File: config.mk
export PLATFORM = sky130hd
export DESIGN_NAME = regfile_wb_arbiter
export DESIGN_NICKNAME = d
export VERILOG_FILES = /design/src/rtl/regfile_ctrl_pkg.sv /design/src/rtl/wb_hold_buffer.sv /design/src/rtl/regfile_wb_arbiter.sv
export SDC_FILE = /design/constraint.sdc
export NUM_CORES = 1
export LEC_CHECK = 0
export ABC_AREA = 1
export BUFFER_PORTS_ARGS = -buffer_cell sky130_fd_sc_hd__buf_4
export CAP_MARGIN = 20
export CORE_MARGIN = 10
export CORE_UTILIZATION = 63
export CTS_BUF_LIST = sky130_fd_sc_hd__clkbuf_8
export DETAILED_ROUTE_END_ITERATION = 7
export PLACE_DENSITY_LB_ADDON = 0.12
export SLEW_MARGIN = 5
export SYNTH_ARGS = -nofsm -noshare
export SYNTH_HDL_FRONTEND = slang
export SYNTH_SLANG_ARGS = --single-unit
File: constraint.sdc
create_clock -name clk -period 14.4 [get_ports clk]
set_clock_uncertainty 0.1 [all_clocks]
set_input_delay 1.44 -clock clk [delete_from_list [all_inputs] [get_ports clk]]
set_output_delay 1.44 -clock clk [all_outputs]
set_load 0.01 [all_outputs]
File: src/rtl/regfile_ctrl_pkg.sv
// Shared types and constants for the register-file write-back arbiter.
// Holding-buffer entries use these widths, so the top-level defaults track them.
package regfile_ctrl_pkg;

  localparam int DATA_W = 64;
  localparam int ADDR_W = 5;

  localparam logic REQ_ALU = 1'b0;
  localparam logic REQ_MEM = 1'b1;

  typedef struct packed {
    logic              valid;
    logic [ADDR_W-1:0] rd;
    logic [DATA_W-1:0] data;
  } wb_entry_t;

endpackage

File: src/rtl/wb_hold_buffer.sv
// One-entry write-back holding buffer: accepts a request whenever it is empty
// or being drained this cycle, so a granted requester can stream one per clock.
module wb_hold_buffer
  import regfile_ctrl_pkg::*;
(
  input  logic              clk,
  input  logic              rst,
  input  logic              i_valid,
  input  logic [ADDR_W-1:0] i_rd,
  input  logic [DATA_W-1:0] i_data,
  input  logic              i_grant,
  output logic              o_ready,
  output wb_entry_t         o_entry
);

  wb_entry_t r_entry;

  assign o_ready = !r_entry.valid || i_grant;
  assign o_entry = r_entry;

  always_ff @(posedge clk or posedge rst) begin
    if (rst) begin
      r_entry <= '0;
    end else if (i_valid && o_ready) begin
      r_entry.valid <= 1'b1;
      r_entry.rd    <= i_rd;
      r_entry.data  <= i_data;
    end else if (i_grant) begin
      r_entry.valid <= 1'b0;
    end
  end

endmodule

File: src/rtl/regfile_wb_arbiter.sv
// Round-robin write-back arbiter between ALU and memory unit for the integer
// register file, plus a per-register pending-write scoreboard for decode.
module regfile_wb_arbiter #(
  parameter int DATA_W   = regfile_ctrl_pkg::DATA_W,
  parameter int ADDR_W   = regfile_ctrl_pkg::ADDR_W,
  parameter int NREG     = 32,
  parameter int PEND_MAX = 3
) (
  input  logic              clk,
  input  logic              rst,
  input  logic              iss_valid,
  input  logic [ADDR_W-1:0] iss_rd,
  output logic              iss_ready,
  input  logic [ADDR_W-1:0] rs1,
  input  logic [ADDR_W-1:0] rs2,
  output logic              rs1_busy,
  output logic              rs2_busy,
  input  logic              a_valid,
  input  logic [ADDR_W-1:0] a_rd,
  input  logic [DATA_W-1:0] a_data,
  output logic              a_ready,
  input  logic              b_valid,
  input  logic [ADDR_W-1:0] b_rd,
  input  logic [DATA_W-1:0] b_data,
  output logic              b_ready,
  output logic              regWrite,
  output logic [ADDR_W-1:0] writeRegister,
  output logic [DATA_W-1:0] writeData
);

  import regfile_ctrl_pkg::*;

  localparam int CNT_W = $clog2(PEND_MAX + 1);
  localparam logic [CNT_W-1:0] CNT_MAX = CNT_W'(PEND_MAX);

  wb_entry_t         w_buf_a;
  wb_entry_t         w_buf_b;
  logic              w_grant_a;
  logic              w_grant_b;
  logic              w_contend;
  logic              w_sel_valid;
  logic [ADDR_W-1:0] w_sel_rd;
  logic [DATA_W-1:0] w_sel_data;
  logic              w_iss_fire;
  logic [CNT_W-1:0]  w_cnt [NREG];
  logic [CNT_W-1:0]  w_wr_cnt;

  logic              r_rr;
  logic              r_reg_write;
  logic [ADDR_W-1:0] r_write_reg;
  logic [DATA_W-1:0] r_write_data;

  wb_hold_buffer u_buf_a (
    .clk     (clk),
    .rst     (rst),
    .i_valid (a_valid),
    .i_rd    (a_rd),
    .i_data  (a_data),
    .i_grant (w_grant_a),
    .o_ready (a_ready),
    .o_entry (w_buf_a)
  );

  wb_hold_buffer u_buf_b (
    .clk     (clk),
    .rst     (rst),
    .i_valid (b_valid),
    .i_rd    (b_rd),
    .i_data  (b_data),
    .i_grant (w_grant_b),
    .o_ready (b_ready),
    .o_entry (w_buf_b)
  );

  // Grants depend only on buffered state, keeping ready free of valid/data paths.
  assign w_contend   = w_buf_a.valid && w_buf_b.valid;
  assign w_grant_a   = w_buf_a.valid && (!w_buf_b.valid || r_rr == REQ_ALU);
  assign w_grant_b   = w_buf_b.valid && (!w_buf_a.valid || r_rr == REQ_MEM);
  assign w_sel_valid = w_grant_a || w_grant_b;
  assign w_sel_rd    = w_grant_b ? w_buf_b.rd : w_buf_a.rd;
  assign w_sel_data  = w_grant_b ? w_buf_b.data : w_buf_a.data;

  always_ff @(posedge clk or posedge rst) begin
    if (rst) begin
      r_rr <= REQ_ALU;
    end else if (w_contend) begin
      r_rr <= w_grant_a ? REQ_MEM : REQ_ALU;
    end
  end

  // x0 entries drain through the grant but never touch the write port.
  always_ff @(posedge clk or posedge rst) begin
    if (rst) begin
      r_reg_write  <= 1'b0;
      r_write_reg  <= '0;
      r_write_data <= '0;
    end else begin
      r_reg_write <= w_sel_valid && (w_sel_rd != '0);
      if (w_sel_valid && (w_sel_rd != '0)) begin
        r_write_reg  <= w_sel_rd;
        r_write_data <= w_sel_data;
      end
    end
  end

  assign regWrite      = r_reg_write;
  assign writeRegister = r_write_reg;
  assign writeData     = r_write_data;

  assign w_iss_fire = iss_valid && iss_ready && (iss_rd != '0);
  assign w_cnt[0]   = '0;

  genvar gi;
  generate
    for (gi = 1; gi < NREG; gi++) begin : g_cnt
      logic [CNT_W-1:0] r_cnt;
      logic             w_inc;
      logic             w_dec;

      assign w_inc = w_iss_fire && (iss_rd == ADDR_W'(gi));
      assign w_dec = r_reg_write && (r_write_reg == ADDR_W'(gi)) && (r_cnt != '0);

      always_ff @(posedge clk or posedge rst) begin
        if (rst) begin
          r_cnt <= '0;
        end else if (w_inc && !w_dec) begin
          r_cnt <= r_cnt + 1'b1;
        end else if (w_dec && !w_inc) begin
          r_cnt <= r_cnt - 1'b1;
        end
      end

      assign w_cnt[gi] = r_cnt;
    end
  endgenerate

  assign iss_ready = (iss_rd == '0) || (w_cnt[iss_rd] != CNT_MAX);
  assign rs1_busy  = (w_cnt[rs1] != '0);
  assign rs2_busy  = (w_cnt[rs2] != '0);

  // A retire with no outstanding issue means decode and write-back disagree.
  assign w_wr_cnt = w_cnt[r_write_reg];

  a_no_underflow: assert property (@(posedge clk) disable iff (rst)
    r_reg_write |-> (w_wr_cnt != '0));

endmodule

==> impl_metrics.env, run 1 <==
export IMPL_die_y_um=167.6
export IMPL_cp_start_kind="primary input"
export IMPL_worst_pin_slew_ns=1.157
export IMPL_hold_buffers=0
export IMPL_relSlewSlack=0.2255
export IMPL_synthCells=1421
export IMPL_cp_required_ns=12.86
export IMPL_cpPeakStageDelay_ns=0.45
export IMPL_die_w_um=167.6
export IMPL_fin_cells=1950
export IMPL_hold_depth=1
export IMPL_r2r_start="r_rr"
export IMPL_diodes=0
export IMPL_core_rowCount=53
export IMPL_dieArea_um2=28080
export IMPL_cp_cell_sequence="buf_4, nor2_2, nand2_1, nand2_1, nor2_1, nor2_1, nor2_1, nand2_1, nand3_2, and2_1, buf_4"
export IMPL_hold_ws_ns=0.3727
export IMPL_grt_pass1_vias=11278
export IMPL_period_share=0.3167
export IMPL_slew_viol_final=0
export IMPL_finalSetupViolCount=0
export IMPL_final_nets=1837
export IMPL_overflow=0
export IMPL_worst_r2r_endpoint="writeData[63]"
export IMPL_drc=0
export IMPL_initial_utilization=0.6466
export IMPL_drt_first_iter_violations=894
export IMPL_vdd_drop_max_uv=167.1
export IMPL_synth_seq_cells=273
export IMPL_cts_setup_buffers=0
export IMPL_synth_seq_area_share=0.4979
export IMPL_fmax_mhz=219.2
export IMPL_drt_wl_total_um=37330
export IMPL_fin_setup_tns_ns=0
export IMPL_ios=233
export IMPL_port_buffers=232
export IMPL_drive_above_1_share=0.3093
export IMPL_cts_root_buf="clkbuf_8"
export IMPL_cellPowerDensity_nw_per_um2=189.8
export IMPL_rr_worst_depth=10
export IMPL_grt_max_degree=112
export IMPL_htreeDepth=2
export IMPL_hold_viol_final=0
export IMPL_yosys_warnings=0
export IMPL_leakagePower_nw=8.088
export IMPL_min_delay_path_class="flip-flop to flip-flop"
export IMPL_viasPerCell=5.573
export IMPL_clkTransAtPathRegs_ns=0.06
export IMPL_syn2layout_area_growth_pct=19.56
export IMPL_r2r_slack_ns=11.02
export IMPL_dpl_hpwl_um=26510
export IMPL_dp_cells=1876
export IMPL_cts_resized_gates=0
export IMPL_setup_worst_path_end_class="output port"
export IMPL_final_cell_mix="392 x nand2_1, 273 x dfrtp_1, 236 x buf_4"
export IMPL_fin_crit_ns=4.561
export IMPL_hold_path_end="g_cnt[20].r_cnt[0]"
export IMPL_tritoncts="yes"
export IMPL_num_vias=10868
export IMPL_grt_antenna_before_repair=0
export IMPL_grtUsageTotal=0.2583
export IMPL_min_from="g_cnt[20].r_cnt[0]"
export IMPL_cts_sinks=273
export IMPL_ant_nets=0
export IMPL_wl_per_cell_um=19.15
export IMPL_grt_pass1_wl_um=59460
export IMPL_dr_pass1_iters=5
export IMPL_synth_area_um2=13720
export IMPL_clk_path_buf_depth=3
export IMPL_cp_max_fo=45
export IMPL_crit_type="primary input to output port"
export IMPL_synth_cell_types=32
export IMPL_fill_cells=1496
export IMPL_layout_commonest_cell="nand2_1"
export IMPL_final_core_util=0.7731
export IMPL_gp_congestion=0.9399
export IMPL_insertion_delay_ns=0.56
export IMPL_crit_arrival_ns=3.02
export IMPL_maxCapViolCount=0
export IMPL_core_um2=21220
export IMPL_grt_setup_unrepaired="false"
export IMPL_synth_nets=1610
export IMPL_crit_slowest_cell="nor2_2"
export IMPL_status="completed"
export IMPL_avgSynthCellArea_um2=9.656
export IMPL_numCtsBuffers=44
[routing by layer]
metal / global-route usage / part of all wire / vias up
met1: 0.3204 / 0.41 / 5260
li1: - / - / 5108
met3: 0.08567 / 0.091 / 81
met4: 0.09879 / 0.034 / 0
met5: 0 / 0 / -
met2: 0.4110 / 0.47 / 419
[report_power, final]
part | internal (mW) | switching, mW | leakage, nW | total (mW)
Clock | 0.327 | 0.304 | 0.480 | 0.630
Sequential | 1.06 | 0.215 | 3.16 | 1.28
Combinational | 0.541 | 0.665 | 4.44 | 1.21
[final cells by class]
| class | count | area [µm²] | share of cell area |
|---|---|---|---|
| inverter | 101 | 389.1 | 0.02372 |
| timing repair buffer | 237 | 1799 | 0.1097 |
| clock buffer | 52 | 715.7 | 0.04363 |
| multi-input combinational | 991 | 6223 | 0.3794 |
| tap | 275 | 344.1 | 0.02097 |
| sequential | 273 | 6832 | 0.4164 |
| clock inverter | 21 | 101.3 | 0.006178 |
[state kept, by name, indices dropped and copies added (netlist names)]
| signal | count |
|---|---|
| g_cnt.r_cnt | 62 |
| writeData | 64 |
| regWrite | 1 |
| r_rr | 1 |
| writeRegister | 5 |
| u_buf_b.o_entry | 70 |
| u_buf_a.o_entry | 70 |
[critical path: cells and delay by family]
family / cells / cell delay [ns]
simple gates: 9 / 1.16
buf+inv: 2 / 0.39
[synthesized netlist by cell type]
library cell  count  area share
a21oi_1          45       0.016
a22oi_1          11      0.0060
and2_1            1     0.00046
buf_2            33       0.012
buf_4             8      0.0044
buf_6             4      0.0033
clkbuf_1         11      0.0030
clkinv_1          2     0.00055
dfrtp_1         273        0.50
ha_1             31       0.028
inv_1            96       0.026
inv_2             2     0.00055
inv_4             1     0.00046
mux2_2          201        0.16
nand2_1         394        0.11
nand2_2           2     0.00091
nand3_1          88       0.032
nand3_2           2      0.0015
nand3b_1          3      0.0016
nand4_1           1     0.00046
nor2_1           74       0.020
nor2_2           12      0.0055
nor2_4            1     0.00082
nor3_1            3      0.0011
o2111ai_1         3      0.0019
o211ai_1          4      0.0022
o21ai_0          46       0.017
o21ai_1           4      0.0015
o21ai_2           1     0.00064
o22ai_1           2     0.00091
xnor2_1          36       0.023
xor2_1           26       0.017
[worst max-delay path by stage]
stage	cells past startpoint	slack (ns)	start	endpoint
after floorplan	1	5.34	rst	g_cnt[10].r_cnt[0]
after global routing	11	9.74	iss_rd[1]	iss_ready
final	11	9.84	iss_rd[0]	iss_ready
after CTS	11	9.88	iss_rd[0]	iss_ready
after global placement	11	9.91	iss_rd[0]	iss_ready
after detailed placement	15	9.74	iss_rd[0]	g_cnt[17].r_cnt[1]
[stage by stage]
step,power [mW],setup slack (ns),cell area [µm²]
global placement,2.438,9.908,15560
CTS,3.121,9.878,16380
detailed placement,2.481,9.745,15560
global route,3.310,9.735,16400
floorplan,2.019,5.336,13720
finish,3.114,9.839,16400
[logic make-up (layout without fill, tap and decap cells)]
family / count (synthesis) / after routing / synth area share
compound gates: 116 / 116 / 0.04633
xor+xnor: 62 / 62 / 0.03958
fa+ha+maj: 31 / 31 / 0.02827
buf+inv: 157 / 411 / 0.05052
flops: 273 / 273 / 0.4979
mux: 201 / 201 / 0.1650
simple gates: 581 / 581 / 0.1724
Note: power is estimated with default switching activity, not from simulation.
==> inputs of run 2 (changes only) <==
--- a/config.mk
+++ b/config.mk
@@ -9,7 +9,7 @@
 export BUFFER_PORTS_ARGS = -buffer_cell sky130_fd_sc_hd__buf_4
 export CAP_MARGIN = 20
 export CORE_MARGIN = 10
-export CORE_UTILIZATION = 63
+export CORE_UTILIZATION = 59
 export CTS_BUF_LIST = sky130_fd_sc_hd__clkbuf_8
 export DETAILED_ROUTE_END_ITERATION = 7
 export PLACE_DENSITY_LB_ADDON = 0.12
==> constraint.sdc (replaced) <==
create_clock -name clk -period 4.45 [get_ports clk]
set_clock_uncertainty 0.1 [all_clocks]
set_input_delay 0.445 -clock clk [delete_from_list [all_inputs] [get_ports clk]]
set_output_delay 0.445 -clock clk [all_outputs]
set_load 0.01 [all_outputs]
==> run 2 against run 1 <==
Effect of this change:
- final area rose by 6.8%
- global-route usage grew 0.70 points
- setup slack got worse by 8.3 ns
- count of clock-buffer cells in the layout grew 6
- highest routed layer unchanged
==> impl_metrics.env, run 2 (same netlist as run 1, synthesis figures left out) <==
export IMPL_status="completed"
export IMPL_use_met2=0.4472
export IMPL_cts_sinks=273
export IMPL_leakagePower_nw=8.542
export IMPL_maxCapViolCount=0
export IMPL_core_um2=22780
export IMPL_vdd_drop_max_uv=435.0
export IMPL_port_buffers=232
export IMPL_grt_antenna_before_repair=2
export IMPL_core_rowCount=55
export IMPL_relSlewSlack=0.2579
export IMPL_period_share=0.6482
export IMPL_clk_path_buf_depth=3
export IMPL_grt_pass1_wl_um=62630
export IMPL_cts_root_buf="clkbuf_8"
export IMPL_dieArea_um2=29750
export IMPL_timing_final_ws_setup_ns=1.566
export IMPL_finalSetupViolCount=0
export IMPL_hold_viol_final=0
export IMPL_ant_nets=0
export IMPL_worst_r2r_endpoint="g_cnt[26].r_cnt[1]"
export IMPL_fin_cells=2096
export IMPL_grtUsageTotal=0.2653
export IMPL_tritoncts="yes"
export IMPL_cp_start_kind="flip-flop"
export IMPL_r2r_slack_ns=1.57
export IMPL_cts_resized_gates=0
export IMPL_clkTransAtPathRegs_ns=0.06
export IMPL_cp_required_ns=4.78
export IMPL_numCtsBuffers=46
export IMPL_grt_use_met1=0.3243
export IMPL_drc=0
export IMPL_fmax_mhz=346.7
export IMPL_cp_max_fo=16
export IMPL_top_usage_layer="met2"
export IMPL_cp_endpoint="g_cnt[26].r_cnt[1]"
export IMPL_crit_type="flip-flop to flip-flop"
export IMPL_num_vias=11353
export IMPL_crit_arrival_ns=3.22
export IMPL_dp_cells=1921
export IMPL_final_nets=1935
export IMPL_min_delay_path_class="primary input to flip-flop"
export IMPL_final_core_util=0.7690
export IMPL_drt_wl_total_um=39970
export IMPL_die_w_um=172.5
export IMPL_preCtsSetupSlack_ns=1.121
export IMPL_initial_utilization=0.6024
export IMPL_grt_pass1_vias=11953
export IMPL_cp_startpoint="g_cnt[16].r_cnt[1]"
export IMPL_cellPowerDensity_nw_per_um2=596.9
export IMPL_overflow=0
export IMPL_cts_setup_buffers=0
export IMPL_post_dp_cell_area_um2=15670
export IMPL_final_cell_mix="392 x nand2_1, 273 x dfrtp_1, 242 x buf_4"
export IMPL_viasPerCell=5.417
export IMPL_gp_congestion=0.9680
export IMPL_fill_cells=1502
export IMPL_setup_worst_path_end_class="flip-flop"
export IMPL_htreeDepth=2
export IMPL_insertion_delay_ns=0.58
export IMPL_use_met3=0.07296
export IMPL_grt_max_degree=144
export IMPL_dr_pass1_iters=8
export IMPL_r2r_start="g_cnt[16].r_cnt[1]"
export IMPL_drt_first_iter_violations=953
export IMPL_die_y_um=172.5
export IMPL_dpl_hpwl_um=26520
export IMPL_grt_setup_unrepaired="false"
export IMPL_fin_crit_ns=2.884
export IMPL_slew_viol_final=0
export IMPL_rr_worst_depth=16
export IMPL_ios=233
export IMPL_syn2layout_area_growth_pct=27.67
export IMPL_drive_above_1_share=0.3002
export IMPL_layout_commonest_cell="nand2_1"
export IMPL_wl_per_cell_um=19.07
export IMPL_fin_setup_tns_ns=0
export IMPL_fin_area_um2=17520
export IMPL_worst_pin_slew_ns=1.113
[run 2: cell count changes in the layout (fill, tap and decap cells not counted), sizes merged]
cell / before / now
buf: 237 / 243
bufinv: 0 / 1
clkbuf: 52 / 58
clkinv: 4 / 6
clkinvlp: 1 / 2
diode: 0 / 4
dlygate4sd3: 0 / 90
inv: 117 / 115
[run 2: layout make-up]
cell class | instances | area, µm² | share of cell area
multi-input cells | 991 | 6223 | 0.3553
flip-flops and latches | 273 | 6832 | 0.3900
clock inverters | 23 | 138.9 | 0.007929
repair buffers | 333 | 2738 | 0.1563
inverters | 101 | 385.4 | 0.02200
well taps | 313 | 391.6 | 0.02236
clock buffers | 58 | 798.3 | 0.04557
diodes | 4 | 10.01 | 0.0005714
[run 2: critical path, cell delays in order, from the launching register on]
cell and delay [ns]:
dfrtp_1 0.37, inv_1 0.11, o21ai_0 0.19, nand2_1 0.07
nand2_1 0.07, nand2_1 0.04, nand2_1 0.06, inv_1 0.04
nand2_1 0.05, nand3_1 0.10, nand3_2 0.29, buf_4 0.34
nor2_1 0.08, ha_1 0.32, a21oi_1 0.15, o21ai_0 0.16
xor2_1 0.17
[run 2: worst min-delay path by stage]
stage | start | end | slack (ns) | cells after the start
after floorplan | g_cnt[20].r_cnt[0] | g_cnt[20].r_cnt[0] | 0.35 | 1
after global placement | writeData[16] | writeData[16] | 0.36 | 2
after detailed placement | g_cnt[20].r_cnt[0] | g_cnt[20].r_cnt[0] | 0.36 | 1
after CTS | b_data[33] | u_buf_b.o_entry[33] | 0.00005 | 2
after global routing | a_data[55] | u_buf_a.o_entry[55] | 0.001 | 2
final | a_data[59] | u_buf_a.o_entry[59] | 0.02 | 2
[run 2: where the power goes]
group,internal [mW],switching [mW]
logic,1.82,2.23
clock network,1.24,1.04
registers,3.44,0.696
total,6.49,3.97
[run 2: metal layers]
layer	wire length, µm	share of wire
met1	15490	0.39
met2	19890	0.50
met3	3547	0.089
met4	1040	0.026
met5	0	0
[run 2: repair_timing]
item,in CTS,in global routing
hold buffers,89,1
setup endpoints to repair,0,0
hold endpoints to repair,115,1
[run 2: per-stage QoR]
stage,power (mW),hold slack (ns)
final,10.46,0.02153
after global routing,11.09,0.001216
after CTS,10.40,0.00005107
after detailed placement,8.031,0.3643
after global placement,7.913,0.3624
after floorplan,6.534,0.3458
==> inputs of run 3 (changes only) <==
==> constraint.sdc (replaced) <==
create_clock -name clk -period 2.8 [get_ports clk]
set_clock_uncertainty 0.1 [all_clocks]
set_input_delay 0.28 -clock clk [delete_from_list [all_inputs] [get_ports clk]]
set_output_delay 0.28 -clock clk [all_outputs]
set_load 0.01 [all_outputs]
==> run 3 against run 2 <==
Effect of this change:
- die area unchanged
- hold slack improved by 0.011 ns
- register-to-register slack got worse by 1.2 ns
- final area increased by 4.2%
==> impl_metrics.env, run 3 (same netlist as run 1, synthesis figures left out) <==
export IMPL_gp_congestion=0.9224
export IMPL_grt_pass1_wl_um=68320
export IMPL_slew_viol_final=0
export IMPL_status="completed"
export IMPL_fin_area_um2=18260
export IMPL_post_dp_cell_area_um2=15950
export IMPL_core_um2=22780
export IMPL_rr_worst_depth=9
export IMPL_layout_commonest_cell="nand2_1"
export IMPL_fin_crit_ns=2.483
export IMPL_num_vias=11962
export IMPL_final_nets=2006
export IMPL_cp_cell_sequence="nand2_2, nand2_4, o21ai_0, nand3_1, o21ai_4, inv_2, buf_4, nand2_1, nand2_1"
export IMPL_cellPowerDensity_nw_per_um2=918.5
export IMPL_cp_start_kind="flip-flop"
export IMPL_fin_setup_tns_ns=0
export IMPL_insertion_delay_ns=0.56
export IMPL_viasPerCell=5.518
export IMPL_drt_wl_total_um=43320
export IMPL_cp_max_fo=29
export IMPL_clkTransAtPathRegs_ns=0.07
export IMPL_grt_antenna_before_repair=4
export IMPL_die_y_um=172.5
export IMPL_worst_pin_slew_ns=0.7817
export IMPL_cts_resized_gates=0
export IMPL_grt_pass1_vias=12889
export IMPL_min_delay_path_class="primary input to flip-flop"
export IMPL_period_share=0.8868
export IMPL_ios=233
export IMPL_wl_per_cell_um=19.98
export IMPL_core_rowCount=55
export IMPL_port_buffers=232
export IMPL_final_cell_mix="392 x nand2_1, 273 x dfrtp_1, 256 x buf_4"
export IMPL_dr_pass1_iters=6
export IMPL_dieArea_um2=29750
export IMPL_drt_first_iter_violations=1037
export IMPL_cts_sinks=273
export IMPL_path_depth=9
export IMPL_dp_cells=1944
export IMPL_initial_utilization=0.6024
export IMPL_cts_root_buf="clkbuf_8"
export IMPL_cts_setup_buffers=0
export IMPL_setup_worst_path_end_class="flip-flop"
export IMPL_syn2layout_area_growth_pct=33.06
export IMPL_cp_num_buf_inv=2
export IMPL_tritoncts="yes"
export IMPL_r2r_slack_ns=0.32
export IMPL_drive_above_1_share=0.2991
export IMPL_relSlewSlack=0.4778
export IMPL_path_common_cell="nand2_1"
export IMPL_hold_viol_final=0
export IMPL_htreeDepth=2
export IMPL_drc=0
export IMPL_clk_path_buf_depth=3
export IMPL_cp_top_family="simple AND/OR/NAND/NOR gates"
export IMPL_crit_slowest_cell="dfrtp_1"
export IMPL_finalSetupViolCount=0
export IMPL_fmax_mhz=402.7
export IMPL_dpl_hpwl_um=27260
export IMPL_crit_arrival_ns=2.82
export IMPL_ant_nets=0
export IMPL_crit_type="flip-flop to flip-flop"
export IMPL_maxCapViolCount=0
export IMPL_numCtsBuffers=45
export IMPL_cpPeakStageDelay_ns=0.44
export IMPL_overflow=0
export IMPL_power_total_mw=16.77
export IMPL_leakagePower_nw=8.884
export IMPL_fin_cells=2168
export IMPL_vdd_drop_max_uv=739.5
export IMPL_hold_depth=3
export IMPL_die_w_um=172.5
export IMPL_fill_cells=1365
export IMPL_grt_setup_unrepaired="false"
export IMPL_grtUsageTotal=0.2910
export IMPL_hold_ws_ns=0.03297
export IMPL_cp_required_ns=3.14
export IMPL_grt_max_degree=54
run 3: power breakdown:
| part | internal (mW) | total (mW) | switching (mW) |
|---|---|---|---|
| logic | 3.02 | 6.67 | 3.65 |
| clock network | 1.85 | 3.46 | 1.60 |
| registers | 5.47 | 6.64 | 1.17 |
run 3: per-layer routing:
metal,global-route usage,up-vias,routed length [µm],part of all wire
met5,0,-,0,0
met4,0.1346,0,2006,0.046
met3,0.06680,125,3465,0.080
met2,0.4834,545,21090,0.49
met1,0.3528,5838,16760,0.39
li1,-,5454,-,-
run 3: repair_timing:
item                                   in CTS  in global routing
endpoints found under the hold margin     158                  0
setup endpoints to repair                   0                  0
hold buffers                              139                  0
run 3: final cells by class:
class | instances | area [µm²] | share of cell area
antenna | 6 | 15.01 | 0.0008224
sequential | 273 | 6832 | 0.3742
clock buffer | 58 | 798.3 | 0.04373
clock inverter | 21 | 97.59 | 0.005346
inverter | 101 | 385.4 | 0.02111
tap | 313 | 391.6 | 0.02145
timing repair buffer | 405 | 3513 | 0.1924
multi-input combinational | 991 | 6223 | 0.3409
run 3: path summary, 6_finish.rpt:
kind / startpoint / end
worst max-delay path: u_buf_a.o_entry[69] / writeData[12]
worst min-delay path: b_valid / u_buf_b.o_entry[69]
worst max register to register: u_buf_a.o_entry[69] / writeData[12]
worst min register to register: writeData[40] / writeData[40]
max in group asynchronous: rst / u_buf_a.o_entry[16]
min in group asynchronous: rst / writeData[3]
run 3: per-stage QoR:
step / util / worst slack, ns
after floorplan: - / -1.189
after global placement: 0.7004 / 0.2392
after detailed placement: 0.7004 / 0.1471
after CTS: 0.8008 / 0.3185
after global routing: 0.8013 / 0.1090
final: 0.8015 / 0.3169
run 3: worst min-delay path, stage by stage:
cell and delay, ns:
buf_4 0.09, nand2_4 0.16, nand2_1 0.12
